<file path="config.mk">
export PLATFORM = sky130hd
export DESIGN_NAME = nibble_serial_adder
export DESIGN_NICKNAME = d
export VERILOG_FILES = /design/src/rtl/nibble_serial_adder.sv
export SDC_FILE = /design/constraint.sdc
export NUM_CORES = 1
export LEC_CHECK = 0
export CORE_MARGIN = 2
export CORE_UTILIZATION = 30
export DETAILED_ROUTE_END_ITERATION = 8
export SLEW_MARGIN = 20
export SYNTH_ARGS = -nofsm -noshare
export SYNTH_HDL_FRONTEND = slang
export SYNTH_SLANG_ARGS = --single-unit
</file>
<file path="constraint.sdc">
create_clock -name clock -period 2.5 [get_ports clock]
set_clock_uncertainty 0.15 [all_clocks]
set_input_delay 0.375 -clock clock [delete_from_list [all_inputs] [get_ports clock]]
set_output_delay 0.375 -clock clock [all_outputs]
set_load 0.01 [all_outputs]
</file>
<file path="src/rtl/nibble_serial_adder.sv">
// Serial W-bit adder that reuses one external 4-bit ripple adder, one nibble per cycle.
// Accepts operands in IDLE, adds nibble by nibble in ADD, and holds the result in DONE.
module nibble_serial_adder #(
  parameter int NUM_NIBBLES = 4
) (
  input  logic                     clock,
  input  logic                     reset,
  input  logic                     io_in_valid,
  output logic                     io_in_ready,
  input  logic [4*NUM_NIBBLES-1:0] io_in_a,
  input  logic [4*NUM_NIBBLES-1:0] io_in_b,
  input  logic                     io_in_cin,
  output logic [3:0]               io_add_A,
  output logic [3:0]               io_add_B,
  output logic                     io_add_Cin,
  input  logic [3:0]               io_add_Sum,
  input  logic                     io_add_Cout,
  output logic                     io_out_valid,
  input  logic                     io_out_ready,
  output logic [4*NUM_NIBBLES-1:0] io_out_sum,
  output logic                     io_out_cout,
  output logic                     io_out_ovf
);

  localparam int W     = 4 * NUM_NIBBLES;
  localparam int IDX_W = (NUM_NIBBLES > 1) ? $clog2(NUM_NIBBLES) : 1;
  localparam logic [IDX_W-1:0] LAST_IDX = IDX_W'(NUM_NIBBLES - 1);

  typedef enum logic [1:0] {
    S_IDLE = 2'd0,
    S_ADD  = 2'd1,
    S_DONE = 2'd2
  } state_t;

  state_t           r_state;
  logic [W-1:0]     r_a;
  logic [W-1:0]     r_b;
  logic [W-1:0]     r_sum;
  logic             r_carry;
  logic [IDX_W-1:0] r_idx;

  logic w_in_add;
  logic w_done;
  logic w_ovf;

  always_ff @(posedge clock) begin
    if (reset) begin
      r_state <= S_IDLE;
      r_a     <= '0;
      r_b     <= '0;
      r_sum   <= '0;
      r_carry <= 1'b0;
      r_idx   <= '0;
    end else begin
      case (r_state)
        S_IDLE: begin
          if (io_in_valid) begin
            r_a     <= io_in_a;
            r_b     <= io_in_b;
            r_carry <= io_in_cin;
            r_idx   <= '0;
            r_state <= S_ADD;
          end
        end
        S_ADD: begin
          r_sum[4*r_idx +: 4] <= io_add_Sum;
          r_carry             <= io_add_Cout;
          if (r_idx == LAST_IDX) begin
            r_idx   <= '0;
            r_state <= S_DONE;
          end else begin
            r_idx <= r_idx + 1'b1;
          end
        end
        S_DONE: begin
          if (io_out_ready) r_state <= S_IDLE;
        end
        default: r_state <= S_IDLE;
      endcase
    end
  end

  assign w_in_add = (r_state == S_ADD);
  assign w_done   = (r_state == S_DONE);
  assign w_ovf    = (r_a[W-1] == r_b[W-1]) && (r_sum[W-1] != r_a[W-1]);

  // Adder inputs and result outputs are forced to zero outside their owning state.
  assign io_in_ready  = (r_state == S_IDLE);
  assign io_add_A     = w_in_add ? r_a[4*r_idx +: 4] : 4'd0;
  assign io_add_B     = w_in_add ? r_b[4*r_idx +: 4] : 4'd0;
  assign io_add_Cin   = w_in_add & r_carry;
  assign io_out_valid = w_done;
  assign io_out_sum   = w_done ? r_sum : '0;
  assign io_out_cout  = w_done & r_carry;
  assign io_out_ovf   = w_done & w_ovf;

endmodule

</file>
* After elaboration in Yosys (flattened, before gate mapping)
Cells that the tools add are included.
** Cells by class
- Shift operators :: 4
- $add $sub $neg :: 2
- Equality and inequality tests :: 8
- Muxes and demuxes :: 13
- Bitwise logic cells :: 3
- Reductions and logical operators :: 6
** Operators by type and width (count)
- 4-bit negation with 34-bit output :: 1
- 4-bit by 34-bit variable shift with 16-bit output, first input constant :: 1
- 4-bit by 34-bit indexed part select with 16-bit output :: 1
- 16-bit by 5-bit indexed part select with 4-bit output :: 2
- 16-bit bitwise mux :: 1
- 16-bit 2-to-1 mux :: 1
- 2-bit 2-to-1 mux :: 5
- 4-bit 2-to-1 mux :: 2
- 2-bit one-hot mux with 3 select lines :: 1
- 2-bit == test, second input constant :: 2
- 2-bit != test, second input constant :: 2
- 2-bit one-hot mux with 2 select lines :: 1
- 2-bit AND reduction :: 2
- 1-bit AND :: 3
- 3-bit AND reduction :: 1
- 2-bit by 1-bit adder with 2-bit output, second input constant :: 1
- 2-bit by 1-bit == test with 1-bit output, second input constant :: 1
- 2-bit logical NOT :: 1
- 2-bit by 1-bit != test with 1-bit output, second input constant :: 1
- 1-bit one-hot mux with 2 select lines :: 1
- 2-bit nonzero test :: 1
- 1-bit == test :: 1
- 1-bit logical AND :: 1
- 1-bit 2-to-1 mux :: 1
- 1-bit != test :: 1
** Storage, ports and cells
- Logic and storage cells :: 42
- Register bits :: 53
- Input port bits :: 42
- Output and inout bits :: 29

* Logic depth before layout (Yosys ltp)
- Depth after elaboration :: 3
- Mapped depth :: 7
- Depth with buffers taken out :: 5

* Worst setup path after synthesis
OpenSTA, ideal clock, no wires.
- Path kind :: register to register
- Start point :: register r_idx[1]
- End point :: register r_sum[10]
- Required time :: 2.233 ns
- Setup slack :: 0.470 ns
- Setup time :: 0.117 ns
- Path buffers :: 1
- Arrival :: 1.764 ns
- Cell stages (with the launch flop) :: 7
- Cells stage by stage :: dfxtp_1 clkbuf_1 inv_1 ha_1 and4bb_1 and4_1 a22o_1
** Between the ends
- Longest elaborated chain between the ends :: 3
- Elaborated cells on any way between the ends :: 4
** Ends and longest elaborated chain
- start: declaration :: line 40 : logic [IDX_W-1:0] r_idx;
- start signal: assignment :: line 72 : r_idx <= r_idx + 1'b1;
- 4-bit negation with 34-bit output (*) :: line 66 : r_sum[4*r_idx +: 4] <= io_add_Sum;
- 4-bit by 34-bit indexed part select with 16-bit output / 4-bit by 34-bit variable shift with 16-bit output (equally long branches) :: line 66
- 16-bit bitwise mux (*) :: line 66
- end signal: indexed assignment :: line 66
- end: declaration :: line 38 : logic [W-1:0] r_sum;
Every way passes the cells marked *; elsewhere a longest branch is shown, timed or not.
A chain may end at the register's enable or synchronous reset.

* Worst setup path after layout
- Start point :: register r_idx[0]
- End point :: output port io_add_A[0]
** Between the ends
- Longest elaborated chain between the ends :: 2
** Ends and longest elaborated chain
- 16-bit by 5-bit indexed part select with 4-bit output :: line 89 : assign io_add_A = w_in_add ? r_a[4*r_idx +: 4] : 4'd0;
- 4-bit 2-to-1 mux :: line 89
- end: declaration :: line 13 : output logic [3:0] io_add_A,
No other way between the ends.

==> results_dict.tcl <==
set metrics [dict create \
    start_util_pct 31.28 \
    setup_tns_ps 0 \
    cts_tree "done" \
    cp_max_fo 8 \
    clk_latency_ps 300 \
    synth_fa_ha_area_share_pct 2.548 \
    fillers 827 \
    n_antenna_cell 0 \
    seq_area_um2 1064 \
    drcViolationCount 0 \
    synth_area_um2 2455 \
    relSlewSlack_pct 67.21 \
    yosys-top-cells-area "dfxtp_1 43%, nand2_1 11%, a21oi_1 9.4%, and2_1 6.6%, mux4_2 4.6%" \
    drtIter0Drc 40 \
    routedWlPerCell_um 12.64 \
    cts_root_buffer "clkbuf_8" \
    status "complete, no violations" \
    synth_warnings 0 \
    synth_compound_area_share_pct 14.27 \
    synth_most_common_cell "nand2_1" \
    track_usage_pct 12.95 \
    met2_length_mm 2.514 \
    core_um2 7848 \
    synth_cell_types 35 \
    cts_sinks 53 \
    avgSynthCellArea_um2 8.799 \
    route.met3.wl_um 322 \
    slew_violations 0 \
    tightestPinTransition_ps 491.8 \
    yosys.area_share.simple_pct 26.91 \
    fin_nets 392 \
    die_w_um 94.46 \
    p_total_mw 1.683 \
    synthMuxAreaShare_pct 7.798 \
    ir_drop_uv 196.9 \
    criticalPathCategory "register to output pin" \
    portBuffers 70 \
    async_reset_ff_share_pct 0 \
    power.density_nw_per_um2 501.9 \
    grt_pass1_wl_mm 9.066 \
    die-area_um2 8923 \
    syn_to_final_growth_pct 36.60 \
    detail_route.wirelength_mm 5.663 \
    syn_nets 326 \
    path_clk_slew_ps 100 \
    clock.fmax_mhz 429.9 \
    route.vias.total 2061 \
    synth_top_area_share_pct 43.22 \
    hpwl_mm 4.034 \
    ys_seq_area_share_pct 43.22 \
    globalRouteOverflowTotal 0 \
    hold_class "register to register" \
    hold_violations 0 \
    multiInputGateArea_um2 1271 \
    crit_path_start_kind "register" \
    drive_gt1_share_pct 8.960 \
    ant_nets 0 \
    fin_util_pct 42.73 \
    yosys-top-cells-count "70 x nand2_1, 53 x dfxtp_1, 46 x a21oi_1, 26 x and2_1, 9 x clkbuf_1" \
    syn_inst 279 \
    maxCapViolCount 0 \
    gp_congestion 0.7418 \
    fin_hold_ws_ps 306.0 \
    synth_top_family_by_area "simple AND/OR/NAND/NOR gates" \
    first_pass_iters 4 \
    finalCriticalPeriod_ps 2326 \
    synthXorXnorAreaFrac_pct 0 \
    period_share_pct 93.05 \
    ctsLongestPathBuffers 2 \
    routed.top_layer "met4" \
    rows 32 \
    worstSetupEndpointType "output pin" \
    synth_top_cell_by_area "dfxtp_1" \
    htree_levels 2 \
    worstPathRequired_ps 1980 \
    dominantRegCellSynth "dfxtp_1" \
    grt_max_degree 48 \
    cts_buffers 5 \
    synth_seq_cells 53 \
    crit_arrival_ps 1800 \
    vias_per_cell 4.600 \
    setup_violations 0 \
    ios 71 \
    rsz0062_at_grt "no" \
    p_leak_nw 1.336 \
    post_cts.repair.setup_buffers 0 \
    synth_edf_count 0 \
    die_h_um 94.46 \
    grt_pass1_vias 1929 \
    wl_met1_mm 2.770 \
    antenna_found_initial 0 \
]
metrics by stage:
step	area, µm²	instances	worst slack [ps]
global route	3353	448	79.60
CTS	3336	448	4.845
floorplan	2455	279	469.6
finish	3353	448	173.8
global placement	3234	440	269.0
detailed placement	3234	440	272.3
metal layers:
metal,up-vias,track usage (%)
li1,1083,-
met4,0,3.986
met1,923,17.06
met5,-,0
met2,51,21.13
met3,4,3.033
cell usage in the layout, fill, tap and decap left out, types with 2 or more instances in the layout:
cell type,instances
nand4_1,4
nor2_1,5
nand2_1,70
a21oi_1,46
clkbuf_8,6
mux4_1,3
a22o_1,8
nand3b_1,2
nand3_1,5
o21ai_0,5
mux4_2,5
dlygate4sd2_1,3
nand2b_1,3
dfxtp_1,51
ha_1,5
dlymetal6s2s_1,5
dfxtp_2,2
inv_1,3
clkdlybuf4s50_1,61
buf_4,7
and4_1,2
and2_1,26
path summary, 6_finish.rpt:
path                               start          end  slack [ps]  cells past startpoint
worst max register to register  r_idx[0]    r_sum[10]         550                      6
worst min-delay path              r_a[0]       r_a[0]         310                      2
worst max-delay path            r_idx[0]  io_add_A[0]         170                      4
worst min register to register    r_a[0]       r_a[0]         310                      2
sequential cells by signal (all words and copies together) (netlist names):
| name | cells |
|---|---|
| r_carry | 1 |
| r_state | 2 |
| r_idx | 2 |
| r_b | 16 |
| r_a | 16 |
| r_sum | 16 |
critical path, cell delays in order (launching register included):
cell and delay (ps):
dfxtp_2 360, buf_8 140, mux4_1 530, and2_1 180, dlygate4sd2_1 280
repair_timing:
action / CTS / global route
setup endpoints to repair: 8 / 6
resized for setup: 6 / 7
hold buffers: 0 / 0
endpoints found under the hold margin: 0 / 0
gates cloned: 0 / 0
power by group:
part,internal (mW),leakage (nW),switching [mW],total [mW]
sequential,0.885,0.434,0.0242,0.910
combinational,0.141,0.851,0.124,0.265
clock,0.225,0.0512,0.283,0.508
total,1.25,1.34,0.431,1.68
area by class of cell:
cell class	count	share of cell area [%]
Tap cell	102	3.806
Timing Repair Buffer	79	23.36
Clock inverter	2	0.4104
Clock buffer	6	2.463
Sequential cell	53	31.72
Multi-Input combinational cell	203	37.91
Inverter	3	0.3358
kinds of logic after synthesis:
kind of cell,count (synthesis)
multiplexers,8
AO/OA/AOI/OAI,62
buffers and inverters,23
AND/OR/NAND/NOR,128
flip-flops,53
adder cells (fa/ha/maj),5
Power figures use the tool's default switching activity.
==> variant, RTL diff (config.mk and constraints unchanged) <==
`NUM_NIBBLES`: 4 -> 16.
--- a/src/rtl/nibble_serial_adder.sv
+++ b/src/rtl/nibble_serial_adder.sv
@@ -3,3 +3,3 @@
 module nibble_serial_adder #(
-  parameter int NUM_NIBBLES = 4
+  parameter int NUM_NIBBLES = 16
 ) (
Ports: changed (resized io_in_a, io_in_b and io_out_sum); port bits go from 71 to 215. No check against the original RTL was run, so the function may have changed too.
==> variant against the original RTL <==
  * First-iteration DRC count grew to 12 times the old value
  * Die area grew to 3.5 times the old value
  * Synthesized area grew to 3.7 times the old value
  * The flow now finishes with violations (negative setup slack)
  * Global-route usage is 4.8 points higher
  * Worst setup slack worse by 250 ps
  * Synthesized cell count grew to 3.7 times the old value
  * Total power grew to 4.4 times the old value
  * Utilization is 0.17 points higher
  * Routed wire length grew to 5.0 times the old value
  * Via count grew to 3.9 times the old value
  * Sequential cell count is 146 higher
  * Final area grew to 3.8 times the old value
==> variant: results (changes against the original RTL) <==
stage;metric;value;unit;change
placed_design;Final GP Congestion;0.815;;+9.8%
grt;Global Route Usage Sum;0.178;;+0.0482
clock_tree;CTS Buf Count;17;;+12
routing;DR iter-0 viols;479;;+1100%
cells_and_area;Finished Layout Cells;1662;;+270%
routing;1st-pass router iterations;6;;+2
clock_tree;Root Driver;clkbuf_16;;
cells_and_area;final-layout fill cell count;2924;;+250%
run_status;failing checks;negative setup slack;;
placed_design;PortBufs;214;;+210%
grt;initial antenna violation count;5;;+5
cells_and_area;layout cells sized above 1;0.143;;+0.0529
cells_and_area;Nets;1401;;+260%
grt;vias in the first global route;7931;;+310%
clock_tree;clock latency at the later pin of the worst-skew pair;430;ps;+130 ps
logic_synthesis;Main synth FF type;dfxtp_1;;
clock_tree;worst-case clock buffer depth;2;;unchanged
routing;Via Count;7952;;+290%
worst_hold_path;hold crit path type;primary input to register;;
critical_path;WP data arrival;2050;ps;+250 ps
logic_synthesis;post-synth cell types;48;;+37%
logic_synthesis;Post-synth ARST share;0;;unchanged
placed_design;placed cell count;1607;;+270%
logic_synthesis;syn_nets;1181;;+260%
clock_tree;clk slew on worst S/H paths;80;ps;-20 ps
routing;drt total wl;28.1;mm;+400%
sta;Least-Margin Pin Slew;508;ps;+16.5 ps
cells_and_area;Largest regs;r_a: 64 flops, r_b: 64 flops, r_sum: 64 flops;;
placed_design;DP Wirelength;20.1;mm;+400%
run_status;status;complete, but fails checks;;
logic_synthesis;Seq/Total Area, Yosys;0.443;;+0.0103
clock_tree;H-tree Lvls;4;;+2
critical_path;Max FO, Critical Path;6;;-2
logic_synthesis;Synth warnings;0;;unchanged
logic_synthesis;largest cells by area after synthesis;dfxtp_1, nand2_1, a21oi_1, mux4_2, mux2i_1;;
sta;Finish-stage setup viols;7;;+7
logic_synthesis;most common library cells after synthesis;nand2_1, dfxtp_1, a21oi_1;;
power_and_ir_drop;worst vdd ir;0.446;mV;+130%
power_and_ir_drop;P_leak;5.09;nW;+280%
grt;largest net degree at the start of global routing;91;;+90%
sta;Final Worst Setup Slack;-76.8;ps;-251 ps
logic_synthesis;Gate Count Post-Synth;1037;;+270%
grt;first-pass GRT wire length;43.3;mm;+380%
sta;Setup TNS;-313;ps;-313 ps
-- variant: cell count changes in the layout (fill, tap and decap cells not counted), sizes merged, moves of 13 or more --
cell and change:
and2 +44, clkbuf +13, mux4 +22, mux2i +60, dlygate4sd2 +63, nand2 +195
a21oi +96, buf +62, clkdlybuf4s50 +78, dfxtp +146, nor2 +64
-- variant: report_power, final --
group          internal, mW  total [mW]  switching (mW)
combinational         0.602        1.24           0.643
sequential             3.34        3.45           0.106
clock                  1.36        2.79            1.43
total                  5.30        7.48            2.18
-- variant: metrics by stage --
step	instance area, sq um	hold slack (ps)	setup slack [ps]	utilization
after detailed placement	11800	294	-55.7	0.399
after global routing	12700	178	-140	0.429
after floorplan	9060	277	0.985	-
final	12700	173	-76.8	0.429
after CTS	12500	166	-139	0.422
after global placement	11800	286	-40.7	0.399
-- variant: kinds of logic after synthesis --
kind of cell	count (synthesis)	share of synthesized area
mux	90	0.142
simple gates	467	0.238
xor+xnor	2	0.00195
compound gates	187	0.126
fa+ha+maj	6	0.00834
buf+inv	86	0.0424
flops	199	0.443
-- variant: final timing paths --
kind / start / endpoint / slack, ps / cells past startpoint
max reg2reg: r_idx[1] / r_sum[43] / 100 / 10
min reg2reg: r_a[55] / r_a[55] / 300 / 2
min: reset / r_sum[19] / 170 / 2
max: r_idx[1] / io_add_A[2] / -80 / 6
-- variant: cell type report --
| class | instances | share of cell area |
|---|---|---|
| flip-flops and latches | 199 | 0.315 |
| multi-input cells | 752 | 0.377 |
| inverters | 7 | 0.00247 |
| diodes | 2 | 0.000395 |
| clock buffers | 17 | 0.0335 |
| clock inverters | 15 | 0.0140 |
| well taps | 390 | 0.0385 |
| repair buffers | 280 | 0.219 |
-- variant: layer usage --
layer | track usage | part of all wire
met4 | 0.0527 | 0.021
met3 | 0.0485 | 0.069
met1 | 0.219 | 0.43
met2 | 0.302 | 0.48
met5 | 0 | 0.0011
-- variant: worst max-delay path: stages (launching register included) --
cell     delay [ps]
dfxtp_4         420
buf_12          140
buf_6           100
mux4_2          490
mux2i_1         200
o21ai_1         110
buf_4           160
-- variant: what timing repair did --
| action | in CTS | in global routing |
|---|---|---|
| endpoints found under the setup margin | 82 | 36 |
| gates cloned | 3 | 1 |
| gates resized for setup | 127 | 26 |
| setup buffers | 5 | 12 |
| hold endpoints to repair | 0 | 0 |
| pin swaps | 2 | 9 |
